===== src/rtl/btn_deb_multi.sv =====
// Multi-channel button debouncer: 2-flop synchronizers, one shared sample tick,
// and per-channel debounce and hold counters with press/release/long-press pulses.
module btn_deb_multi #(
  parameter int N_CH       = 4,
  parameter int TICK_DIV   = 27000,
  parameter int DEB_TICKS  = 20,
  parameter int LONG_TICKS = 1000,
  parameter bit ACTIVE_LOW = 1'b1
) (
  input  logic            clk,
  input  logic            rst,
  input  logic [N_CH-1:0] btn_in,
  output logic [N_CH-1:0] btn_level,
  output logic [N_CH-1:0] btn_press,
  output logic [N_CH-1:0] btn_release,
  output logic [N_CH-1:0] btn_long
);

  localparam int TW = $clog2(TICK_DIV);
  localparam int DW = $clog2(DEB_TICKS + 1);
  localparam int HW = $clog2(LONG_TICKS + 1);
  localparam logic [TW-1:0]   TICK_LAST = TW'(TICK_DIV - 1);
  localparam logic [DW-1:0]   DEB_MAX   = DW'(DEB_TICKS);
  localparam logic [HW-1:0]   HOLD_MAX  = HW'(LONG_TICKS);
  localparam logic [N_CH-1:0] IDLE_PINS = {N_CH{ACTIVE_LOW}};

  logic [N_CH-1:0] sync1_q, sync2_q;
  logic [TW-1:0]   tick_cnt_q, tick_cnt_d;
  logic            tick;
  logic [N_CH-1:0] s;

  // Synchronizers idle at the released pin level so reset never looks like a press.
  always_ff @(posedge clk or posedge rst) begin
    if (rst) begin
      sync1_q    <= IDLE_PINS;
      sync2_q    <= IDLE_PINS;
      tick_cnt_q <= '0;
    end else begin
      sync1_q    <= btn_in;
      sync2_q    <= sync1_q;
      tick_cnt_q <= tick_cnt_d;
    end
  end

  always_comb begin
    tick       = (tick_cnt_q == TICK_LAST);
    tick_cnt_d = tick ? '0 : tick_cnt_q + 1'b1;
    s          = sync2_q ^ IDLE_PINS;
  end

  genvar gi;
  generate
    for (gi = 0; gi < N_CH; gi++) begin : g_ch
      logic [DW-1:0] deb_q, deb_d, deb_inc;
      logic [HW-1:0] hold_q, hold_d, hold_inc;
      logic          level_q, level_d;
      logic          press_q, press_d;
      logic          release_q, release_d;
      logic          long_q, long_d;

      always_comb begin
        deb_d     = deb_q;
        hold_d    = hold_q;
        level_d   = level_q;
        press_d   = 1'b0;
        release_d = 1'b0;
        long_d    = 1'b0;
        deb_inc   = deb_q + 1'b1;
        hold_inc  = hold_q + 1'b1;
        if (tick) begin
          if (s[gi] == level_q) begin
            deb_d = '0;
          end else if (deb_inc == DEB_MAX) begin
            deb_d     = '0;
            level_d   = ~level_q;
            press_d   = ~level_q;
            release_d = level_q;
          end else begin
            deb_d = deb_inc;
          end
        end
        // A release on the tick that would complete the hold wins over the long pulse.
        if (!level_q || release_d) begin
          hold_d = '0;
        end else if (tick && (hold_q != HOLD_MAX)) begin
          hold_d = hold_inc;
          long_d = (hold_inc == HOLD_MAX);
        end
      end

      always_ff @(posedge clk or posedge rst) begin
        if (rst) begin
          deb_q     <= '0;
          hold_q    <= '0;
          level_q   <= 1'b0;
          press_q   <= 1'b0;
          release_q <= 1'b0;
          long_q    <= 1'b0;
        end else begin
          deb_q     <= deb_d;
          hold_q    <= hold_d;
          level_q   <= level_d;
          press_q   <= press_d;
          release_q <= release_d;
          long_q    <= long_d;
        end
      end

      assign btn_level[gi]   = level_q;
      assign btn_press[gi]   = press_q;
      assign btn_release[gi] = release_q;
      assign btn_long[gi]    = long_q;
    end
  endgenerate

endmodule

===== config.mk =====
export PLATFORM = sky130hd
export DESIGN_NAME = btn_deb_multi
export DESIGN_NICKNAME = d
export VERILOG_FILES = /design/src/rtl/btn_deb_multi.sv
export SDC_FILE = /design/constraint.sdc
export NUM_CORES = 1
export LEC_CHECK = 0
export BUFFER_PORTS_ARGS = -buffer_cell sky130_fd_sc_hd__buf_4
export CORE_UTILIZATION = 60
export CTS_BUF_LIST = sky130_fd_sc_hd__clkbuf_8
export DETAILED_ROUTE_END_ITERATION = 10
export GPL_ROUTABILITY_DRIVEN = 0
export GPL_TIMING_DRIVEN = 0
export HOLD_SLACK_MARGIN = 0.03
export MAX_ROUTING_LAYER = met4
export PLACE_DENSITY = 0.78
export SYNTH_ARGS = -nofsm -noshare
export SYNTH_HDL_FRONTEND = slang
export SYNTH_SLANG_ARGS = --single-unit

===== constraint.sdc =====
create_clock -name clk -period 4.11 [get_ports clk]
set_input_delay 0.822 -clock clk [delete_from_list [all_inputs] [get_ports clk]]
set_output_delay 0.822 -clock clk [all_outputs]
set_load 0.03 [all_outputs]

==> run_results.csv, run 1 <==
group,metric,value,unit
die,die_y,96.0,µm
die,dieArea,9220,µm²
cts,clk-insertion-delay-late,0.37,ns
critical_path,worstPathCellList,"or4b_1 > nor4_2 > clkbuf_1 > buf_2 > o32ai_1",
cts,root_buffer,"clkbuf_8",
timing,final-setup-viol-count,0,
cts,cts_buffers,9,
power_and_ir_drop,power_frac_comb,1.9,%
power_and_ir_drop,ir_drop,0.157,mV
critical_path,critical_path_class,"reg2reg",
power_and_ir_drop,power_frac_seq,59.6,%
die,core_area,8380,µm²
timing,hold_viol_final,0,
timing,fmax,322,MHz
synth,ys_warn_count,0,
timing,worst_clock_skew,0.0192,ns
synth,synthArstFlopShare,100,%
cts,clockBufferDepth,2,
status,status,"completed",
critical_path,start_kind,"flip-flop",
synth,synth_area,5300,µm²
final_layout,layout-drive-gt1-share,13.3,%
cts,postCtsSetupBuffers,0,
grt,grt_first_pass_wirelength,17600,µm
detailed_routing,firstDrtPassIters,5,
critical_path,crit_fanout,10,
grt,grt_pass1_vias,3879,
critical_path,critPathRequiredTime,4.36,ns
synth,synth_nets,580,
die,ioPinCount,22,
synth,synth-seq-cells,99,
timing,slew_viol_final,0,
timing,relSlewSlack,26.1,%
power_and_ir_drop,internal_power,1290,µW
synth,synth_top_flop_cell,"dfrtp_1",
synth,avgSynthCellArea,9.52,µm²
synth,yosysUniqueCellTypes,50,
flow_run,cap_violations,0,
power_and_ir_drop,p_sw,362,µW
die,fp.dieW,96.0,µm
timing,min_period,3.11,ns
detailed_routing,viasPerCell,5.82,
power_and_ir_drop,p_leak,0.00240,µW
critical_path,regToRegSetupSlack,1.00,ns
power_and_ir_drop,switching_share,22.0,%
detailed_routing,drc_errors,0,
synth,synth_enable_flop_cells,0,
power_and_ir_drop,power_density,283,nW/µm²
die,rows,33,
power_and_ir_drop,clockPowerShare,38.5,%
detailed_routing,ant_nets,0,
hold_path,hp-class,"reg2reg",
cts,cts_resized,0,
final_layout,diodes,0,
placed_design,io_buffers,21,
die,start_util,63.3,%
detailed_routing,wire_per_inst,14.9,µm
grt,grt_max_degree,63,
placed_design,place_inst,684,
timing,worst-slew-pin-transition,1.10,ns
critical_path,crit_arrival,3.36,ns
timing,rsz0062_at_grt,"false",
final_layout,n_fill_cell,659,
placed_design,place_hpwl,7080,µm
grt,antenna_found_initial,0,
final_layout,area_growth_syn_to_layout,9.81,%
cts,h-tree-depth,3,
cts,cts-hold-fix-buffers,0,
critical_path,end_kind,"flip-flop",
timing,fin_crit_sh,75.6,%
grt,grtUsageTotal,25.7,%
synth,synth_top_area_share,42.9,%
cts,path_clk_slew,0.10,ns
final_layout,fin_cells,700,
synth,yosys-top-cells-area,"dfrtp_1 (43%), xnor2_1 (4.8%), xor2_1 (4.3%)",
final_layout,num-nets-final,613,
synth,seq_area_frac_synth,46.9,%
critical_path,slowest_stage,"nor4_2",
detailed_routing,dr.first_iter.drc_count,191,
detailed_routing,vias,4071,
synth,synth_top_area_cell,"dfrtp_1",
grt,grt-ovfl-total,0,
timing,fin_tns_setup,0,ns
detailed_routing,drt-total-wl,10400,µm
critical_path,critical-path-max-stage-delay,0.95,ns
synth,synthCells,557,
cts,cts_sinks,99,
cts,cts_tree,"yes",
==> sequential cells by signal, indices dropped and copies added, names as in the netlist <==
register	count
g_ch.hold_q	40
g_ch.deb_q	20
tick_cnt_q	15
g_ch.level_q	4
g_ch.long_q	4
g_ch.press_q	4
g_ch.release_q	4
sync1_q	4
sync2_q	4
==> logic make-up after synthesis <==
family	Yosys count	share of synthesized area, %
AOI/OAI and AO/OA	72	8.14
muxes	5	0.944
buffers and inverters	57	5.45
xor gates and xnor gates	55	9.08
adders and majority gates	17	4.01
DFF	99	46.9
and+or+nand+nor	252	25.5
==> cell usage in the layout (no fill, tap or decap), types with 9 or more instances in the layout <==
master | netlist | routed
clkbuf_1 | 12 | 12
clkbuf_8 | 0 | 10
xor2_1 | 26 | 26
nand4_1 | 17 | 17
ha_1 | 17 | 17
inv_1 | 22 | 22
dfrtp_1 | 91 | 91
o21ai_1 | 9 | 9
o21ai_0 | 16 | 16
xnor2_1 | 29 | 29
nand3_1 | 33 | 33
buf_4 | 16 | 37
a21oi_1 | 18 | 18
nand2_1 | 50 | 50
nor3_1 | 26 | 26
nor2_1 | 60 | 60
==> power by group through the flow <==
stage | registers [µW] | logic, µW | clock network [µW]
floorplan | 1000 | 18.9 | 0
global placement | 1000 | 28.4 | 0
detailed placement | 1000 | 32.7 | 0
CTS | 984 | 32.6 | 653
global route | 985 | 37.1 | 686
finish | 984 | 31.0 | 635
==> layout make-up <==
| class | instances | area [µm²] | share of cell area (%) |
|---|---|---|---|
| Timing Repair Buffer | 22 | 185 | 3.18 |
| Clock buffer | 10 | 138 | 2.36 |
| Inverter | 22 | 85.1 | 1.46 |
| Sequential cell | 99 | 2490 | 42.7 |
| Multi-Input combinational cell | 401 | 2530 | 43.4 |
| Clock inverter | 6 | 63.8 | 1.10 |
| Tap cell | 105 | 131 | 2.26 |
| Buffer | 35 | 206 | 3.54 |
==> stage by stage <==
stage               area [µm²]  worst slack, ns  power, µW  hold WS [ns]  util [%]
floorplan                 5300            0.711       1020         0.345         -
finish                    5820             1.00       1650         0.362      69.5
global placement          5590           -0.374       1030         0.346      66.7
detailed placement        5620             1.10       1040         0.348      67.1
global route              5820            0.852       1710         0.365      69.5
CTS                       5820             1.04       1670         0.363      69.5
==> synth_stat cells, types with 16 or more instances <==
library cell,instances
dfrtp_1,91
inv_1,22
ha_1,17
nand4_1,17
nand2_1,50
nor2_1,60
xor2_1,26
a21oi_1,18
o21ai_0,16
nor3_1,26
nand3_1,33
buf_4,16
xnor2_1,29
==> worst paths after layout <==
path / from / endpoint / depth (start not counted)
max reg2reg: tick_cnt_q[3] / g_ch[3].deb_q[4] / 5
min reg2reg: sync1_q[0] / sync2_q[0] / 0
max: tick_cnt_q[3] / g_ch[3].deb_q[4] / 5
min in group asynchronous: rst / g_ch[3].hold_q[6] / 2
min: sync1_q[0] / sync2_q[0] / 0
max in group asynchronous: rst / sync1_q[0] / 3
==> routing by layer <==
metal,wire [µm],share of wire (%),global-route usage (%),vias up
met4,155,1.5,9.58,0
li1,-,-,-,2001
met3,379,3.6,4.90,16
met2,5140,49,42.1,87
met5,0,0,-,-
met1,4730,45,31.8,1967
==> critical path, delay by kind of cell, from the launching register on <==
family	cells	cell delay [ns]
flops	1	0.43
simple gates	2	1.52
compound gates	1	0.12
buf+inv	2	0.92
Note: power is estimated with default switching activity, not from simulation.
==> run 2: changes to the inputs <==
clock period = 3.2 ns   (was 4.11 ns; I/O delays follow)
==> run 2 against run 1 <==
Net effect:
- fmax rose by 9.1%
- largest power group unchanged
- highest routed layer unchanged
- sequential cell count unchanged
- setup slack got worse by 0.65 ns
==> run_results.csv, run 2 (same netlist as run 1, synthesis figures left out) <==
group,metric,value,unit
detailed_routing,wire_per_inst,15.2,µm
grt,grt_max_degree,40,
critical_path,reg2reg_to,"g_ch[2].hold_q[7]",
critical_path,crit_fanout,10,
detailed_routing,vias,4082,
cts,postCtsSetupBuffers,0,
critical_path,crit_buf_inv,1,
detailed_routing,drc_errors,0,
grt,grt_pass1_vias,3852,
detailed_routing,firstDrtPassIters,4,
final_layout,diodes,0,
die,core_area,8380,µm²
critical_path,regToRegSetupSlack,0.35,ns
critical_path,r2r_cells,6,
cts,cts_tree,"yes",
grt,grt-ovfl-total,0,
die,fp.dieW,96.0,µm
timing,hold_viol_final,0,
critical_path,worstPathCellList,"or4b_1 > nor4_4 > clkbuf_1 > nand4_1 > xor2_1 > nor2_1",
timing,rsz0062_at_grt,"false",
hold_path,hp-class,"in2async",
final_layout,top_regs,"g_ch.hold_q (40), g_ch.deb_q (20), tick_cnt_q (15)",
critical_path,slowest_stage,"nor4_4",
critical_path,endpoint,"g_ch[2].hold_q[7]",
detailed_routing,dr.first_iter.drc_count,185,
final_layout,largest-register,"g_ch.hold_q",
timing,min_period,2.85,ns
critical_path,critPathRequiredTime,3.43,ns
timing,slew_viol_final,0,
critical_path,cp.depth,6,
final_layout,area_growth_syn_to_layout,9.77,%
grt,antenna_found_initial,0,
critical_path,crit_start,"tick_cnt_q[3]",
critical_path,end_kind,"flip-flop",
final_layout,layout-drive-gt1-share,13.6,%
placed_design,placed_area,5640,µm²
cts,cts_buffers,9,
detailed_routing,viasPerCell,5.82,
final_layout,num-nets-final,614,
placed_design,io_buffers,21,
timing,worst-slew-pin-transition,1.07,ns
critical_path,reg2reg_from,"tick_cnt_q[3]",
power_and_ir_drop,ir_drop,0.244,mV
power_and_ir_drop,power_density,352,nW/µm²
grt,grt_first_pass_wirelength,17700,µm
critical_path,critPathTopFamily,"simple AND/OR/NAND/NOR gates",
timing,final-setup-viol-count,0,
critical_path,critical_path_class,"reg2reg",
timing,fmax,351,MHz
critical_path,crit_arrival,3.08,ns
critical_path,critical-path-max-stage-delay,0.64,ns
cts,h-tree-depth,3,
final_layout,final_common_cell,"dfrtp_1",
timing,worst_clock_skew,0.0115,ns
die,ioPinCount,22,
cts,cts_sinks,99,
detailed_routing,drt-total-wl,10700,µm
final_layout,largest_reg_flops,40,
critical_path,start_kind,"flip-flop",
final_layout,final_area,5820,µm²
die,rows,33,
timing,relSlewSlack,28.3,%
die,die_y,96.0,µm
final_layout,layout_common_cells,"dfrtp_1 (91), nor2_1 (60), nand2_1 (50), buf_4 (37), nand3_1 (33)",
detailed_routing,ant_nets,0,
timing,worst_hold_slack,0.336,ns
flow_run,cap_violations,0,
cts,path_clk_slew,0.09,ns
die,dieArea,9220,µm²
cts,root_buffer,"clkbuf_8",
cts,cts_resized,0,
grt,grtUsageTotal,26.0,%
placed_design,place_hpwl,7440,µm
cts,cts-hold-fix-buffers,0,
cts,clk-insertion-delay-late,0.37,ns
timing,fin_crit_sh,89.0,%
status,status,"completed",
die,start_util,63.3,%
cts,clockBufferDepth,2,
power_and_ir_drop,p_leak,0.00240,µW
timing,fin_tns_setup,0,ns
[run 2: cell types whose count changed in the layout (fill, tap and decap cells not counted)]
cell / change
clkinv_2: +1
bufinv_16: -1
clkinv_4: +2
nor4_2: -1
buf_12: +2
inv_1: -1
clkinvlp_4: +1
clkbuf_8: -1
buf_16: -1
nor4_4: +1
inv_4: -1
[run 2: cell type report]
cell class | count | area, µm²
well taps | 105 | 131
plain buffers | 35 | 206
inverters | 22 | 86.3
multi-input cells | 401 | 2540
repair buffers | 23 | 198
clock inverters | 7 | 52.6
clock buffers | 9 | 124
flip-flops and latches | 99 | 2490
fillers | 666 | 2560
[run 2: metrics by stage]
stage                     std cells  worst slack, ns  utilization (%)  total power [µW]
final                           701            0.352             69.5              2050
after global routing            701            0.203             69.5              2110
after CTS                       701            0.103             69.4              2060
after detailed placement        685            0.131             67.2              1330
after global placement          683            0.165             66.8              1330
after floorplan                 557            0.868                -              1310
[run 2: worst reg2reg max path: stages, from the launching register on]
cell and delay (ns):
dfrtp_1 0.43, or4b_1 0.60, nor4_4 0.64, clkbuf_1 0.59, nand4_1 0.23, xor2_1 0.18, nor2_1 0.06
[run 2: worst min-delay path by stage]
stage	cells past startpoint	slack, ns	endpoint
global route	1	0.35	sync1_q[3]
floorplan	0	0.35	sync2_q[0]
global placement	0	0.35	sync2_q[3]
finish	2	0.34	g_ch[0].press_q
detailed placement	0	0.35	sync2_q[0]
CTS	2	0.36	g_ch[0].hold_q[3]
[run 2: per-layer routing]
layer,GRT usage (%),vias up,part of all wire [%]
met3,5.37,16,3.9
met1,32.4,1983,45
met4,8.58,0,1.7
met2,42.3,87,49
li1,-,1996,-
met5,-,-,0
[run 2: report_power, final]
part / internal (µW) / switching, µW / total [µW]
logic: 11.9 / 30.0 / 42.0
registers: 1260 / 4.43 / 1260
clock network: 288 / 454 / 743
==> run 3: changes to the inputs <==
CORE_ASPECT_RATIO = 0.8   (was unset)
clock period = 3.51 ns   (was 3.2 ns; I/O delays follow)
==> run 3 against run 2 <==
Net effect:
- clock skew fell by 0.0030 ns
- design area barely moved
- sequential power fell by 9%
- highest routed layer unchanged
- critical path type unchanged
- via count fell by 0.34%
- sequential cell count did not move
==> run_results.csv, run 3 (same netlist as run 1, synthesis figures left out) <==
group,metric,value,unit
status,status,"completed",
cts,root_buffer,"clkbuf_8",
timing,worst_hold_slack,0.361,ns
timing,fmax,339,MHz
placed_design,place_hpwl,7190,µm
timing,fin_ws,0.560,ns
cts,cts_tree,"yes",
detailed_routing,dr.first_iter.drc_count,242,
critical_path,start_kind,"flip-flop",
power_and_ir_drop,internal_power,1440,µW
power_and_ir_drop,p_leak,0.00238,µW
grt,grt_max_degree,53,
power_and_ir_drop,clockPowerShare,37.0,%
final_layout,top_regs,"g_ch.hold_q (40), g_ch.deb_q (20), tick_cnt_q (15)",
die,rows,30,
critical_path,end_kind,"flip-flop",
detailed_routing,firstDrtPassIters,5,
cts,postCtsSetupBuffers,0,
final_layout,final_common_cell,"dfrtp_1",
grt,busiest_layer,"met2",
final_layout,multi_input_area,2530,µm²
final_layout,layout_common_cells,"dfrtp_1 (91), nor2_1 (60), nand2_1 (50), buf_4 (37), nand3_1 (33)",
placed_design,place_inst,691,
cts,cts_sinks,99,
critical_path,slowest_stage,"nor4_2",
timing,relSlewSlack,32.0,%
critical_path,critical_path_class,"reg2reg",
placed_design,pre_cts_slack,0.538,ns
cts,cts_buffers,9,
grt,grt-ovfl-total,0,
final_layout,area_growth_syn_to_layout,9.67,%
cts,clockBufferDepth,2,
detailed_routing,vias,4068,
grt,grtUsageTotal,25.6,%
power_and_ir_drop,power_density,324,nW/µm²
cts,cts-hold-fix-buffers,0,
detailed_routing,drt-total-wl,10400,µm
timing,worst_clock_skew,0.00852,ns
detailed_routing,wire_per_inst,14.7,µm
final_layout,layout-drive-gt1-share,13.4,%
cts,cts_resized,0,
final_layout,largest_reg_flops,40,
critical_path,crit_arrival,3.21,ns
critical_path,critPathTopFamily,"simple AND/OR/NAND/NOR gates",
final_layout,fin_cells,707,
final_layout,largest-register,"g_ch.hold_q",
hold_path,hp-class,"reg2reg",
cts,h-tree-depth,3,
die,dieArea,9220,µm²
critical_path,crit_fanout,10,
cts,path_clk_slew,0.09,ns
grt,met2_usage,40.9,%
critical_path,worstPathCellList,"or4b_1 > nor4_2 > clkbuf_1 > buf_2 > o32ai_1",
die,fp.dieW,107,µm
grt,globalRouteMet3Util,6.99,%
detailed_routing,viasPerCell,5.75,
timing,fin_crit_sh,84.1,%
power_and_ir_drop,switching_share,23.7,%
critical_path,crit_buf_inv,2,
grt,grt_pass1_vias,3857,
die,start_util,62.2,%
cts,clk-insertion-delay-late,0.38,ns
power_and_ir_drop,power_frac_seq,61.1,%
power_and_ir_drop,p_sw,447,µW
critical_path,critPathRequiredTime,3.77,ns
power_and_ir_drop,power_frac_comb,1.9,%
detailed_routing,drc_errors,0,
placed_design,io_buffers,21,
detailed_routing,ant_nets,0,
critical_path,critical-path-max-stage-delay,0.82,ns
timing,min_period,2.95,ns
timing,slew_viol_final,0,
grt,antenna_found_initial,0,
timing,hold_viol_final,0,
final_layout,seq_area,2490,µm²
final_layout,utilization,68.3,%
power_and_ir_drop,ir_drop,0.258,mV
timing,rsz0062_at_grt,"false",
grt,met1_usage,32.0,%
final_layout,n_fill_cell,684,
grt,grt_first_pass_wirelength,17800,µm
timing,final-setup-viol-count,0,
die,die_y,86.1,µm
die,ioPinCount,22,
final_layout,diodes,0,
flow_run,cap_violations,0,
die,core_area,8520,µm²
final_layout,num-nets-final,613,
timing,fin_tns_setup,0,ns
timing,worst-slew-pin-transition,1.01,ns
## run 3: cell count changes in the layout (fill, tap and decap cells not counted), sizes merged
cell and delta:
clkinv -3, buf -1, clkbuf +1, clkinvlp +1, inv +1
## run 3: routing by layer
layer	up-vias	wire length, µm
met5	-	0
met4	0	140
met3	15	443
met2	81	4970
met1	1978	4800
li1	1994	-
## run 3: worst paths after layout
check / endpoint / slack, ns / depth (start not counted) / from
worst max-delay path: g_ch[3].deb_q[4] / 0.56 / 5 / tick_cnt_q[3]
worst min-delay path: sync2_q[3] / 0.36 / 0 / sync1_q[3]
worst max register to register: g_ch[3].deb_q[4] / 0.56 / 5 / tick_cnt_q[3]
worst min register to register: sync2_q[3] / 0.36 / 0 / sync1_q[3]
max in group asynchronous: sync1_q[0] / 2.42 / 3 / rst
min in group asynchronous: g_ch[2].hold_q[7] / 0.38 / 2 / rst
## run 3: layout make-up
type	count	area share [%]
multi-input cells	401	43.5
clock buffers	10	2.37
flip-flops and latches	99	42.8
plain buffers	35	3.55
repair buffers	22	3.18
well taps	112	2.41
clock inverters	6	0.817
inverters	22	1.46
## run 3: power by group through the flow
stage	clock network, µW	registers, µW	logic (µW)
floorplan	0	1170	22.2
detailed placement	0	1170	38.4
global placement	0	1170	33.2
global route	766	1150	43.0
finish	699	1150	36.4
CTS	717	1150	38.4
## run 3: per-stage QoR
step / area, µm² / power, µW
after floorplan: 5300 / 1200
after global placement: 5600 / 1210
after detailed placement: 5630 / 1210
after CTS: 5820 / 1910
after global routing: 5820 / 1960
final: 5820 / 1890
## run 3: worst reg2reg max path, cell delays in order, from the launching register on
cell	delay, ns
dfrtp_1	0.43
or4b_1	0.57
nor4_2	0.82
clkbuf_1	0.57
buf_2	0.33
o32ai_1	0.12
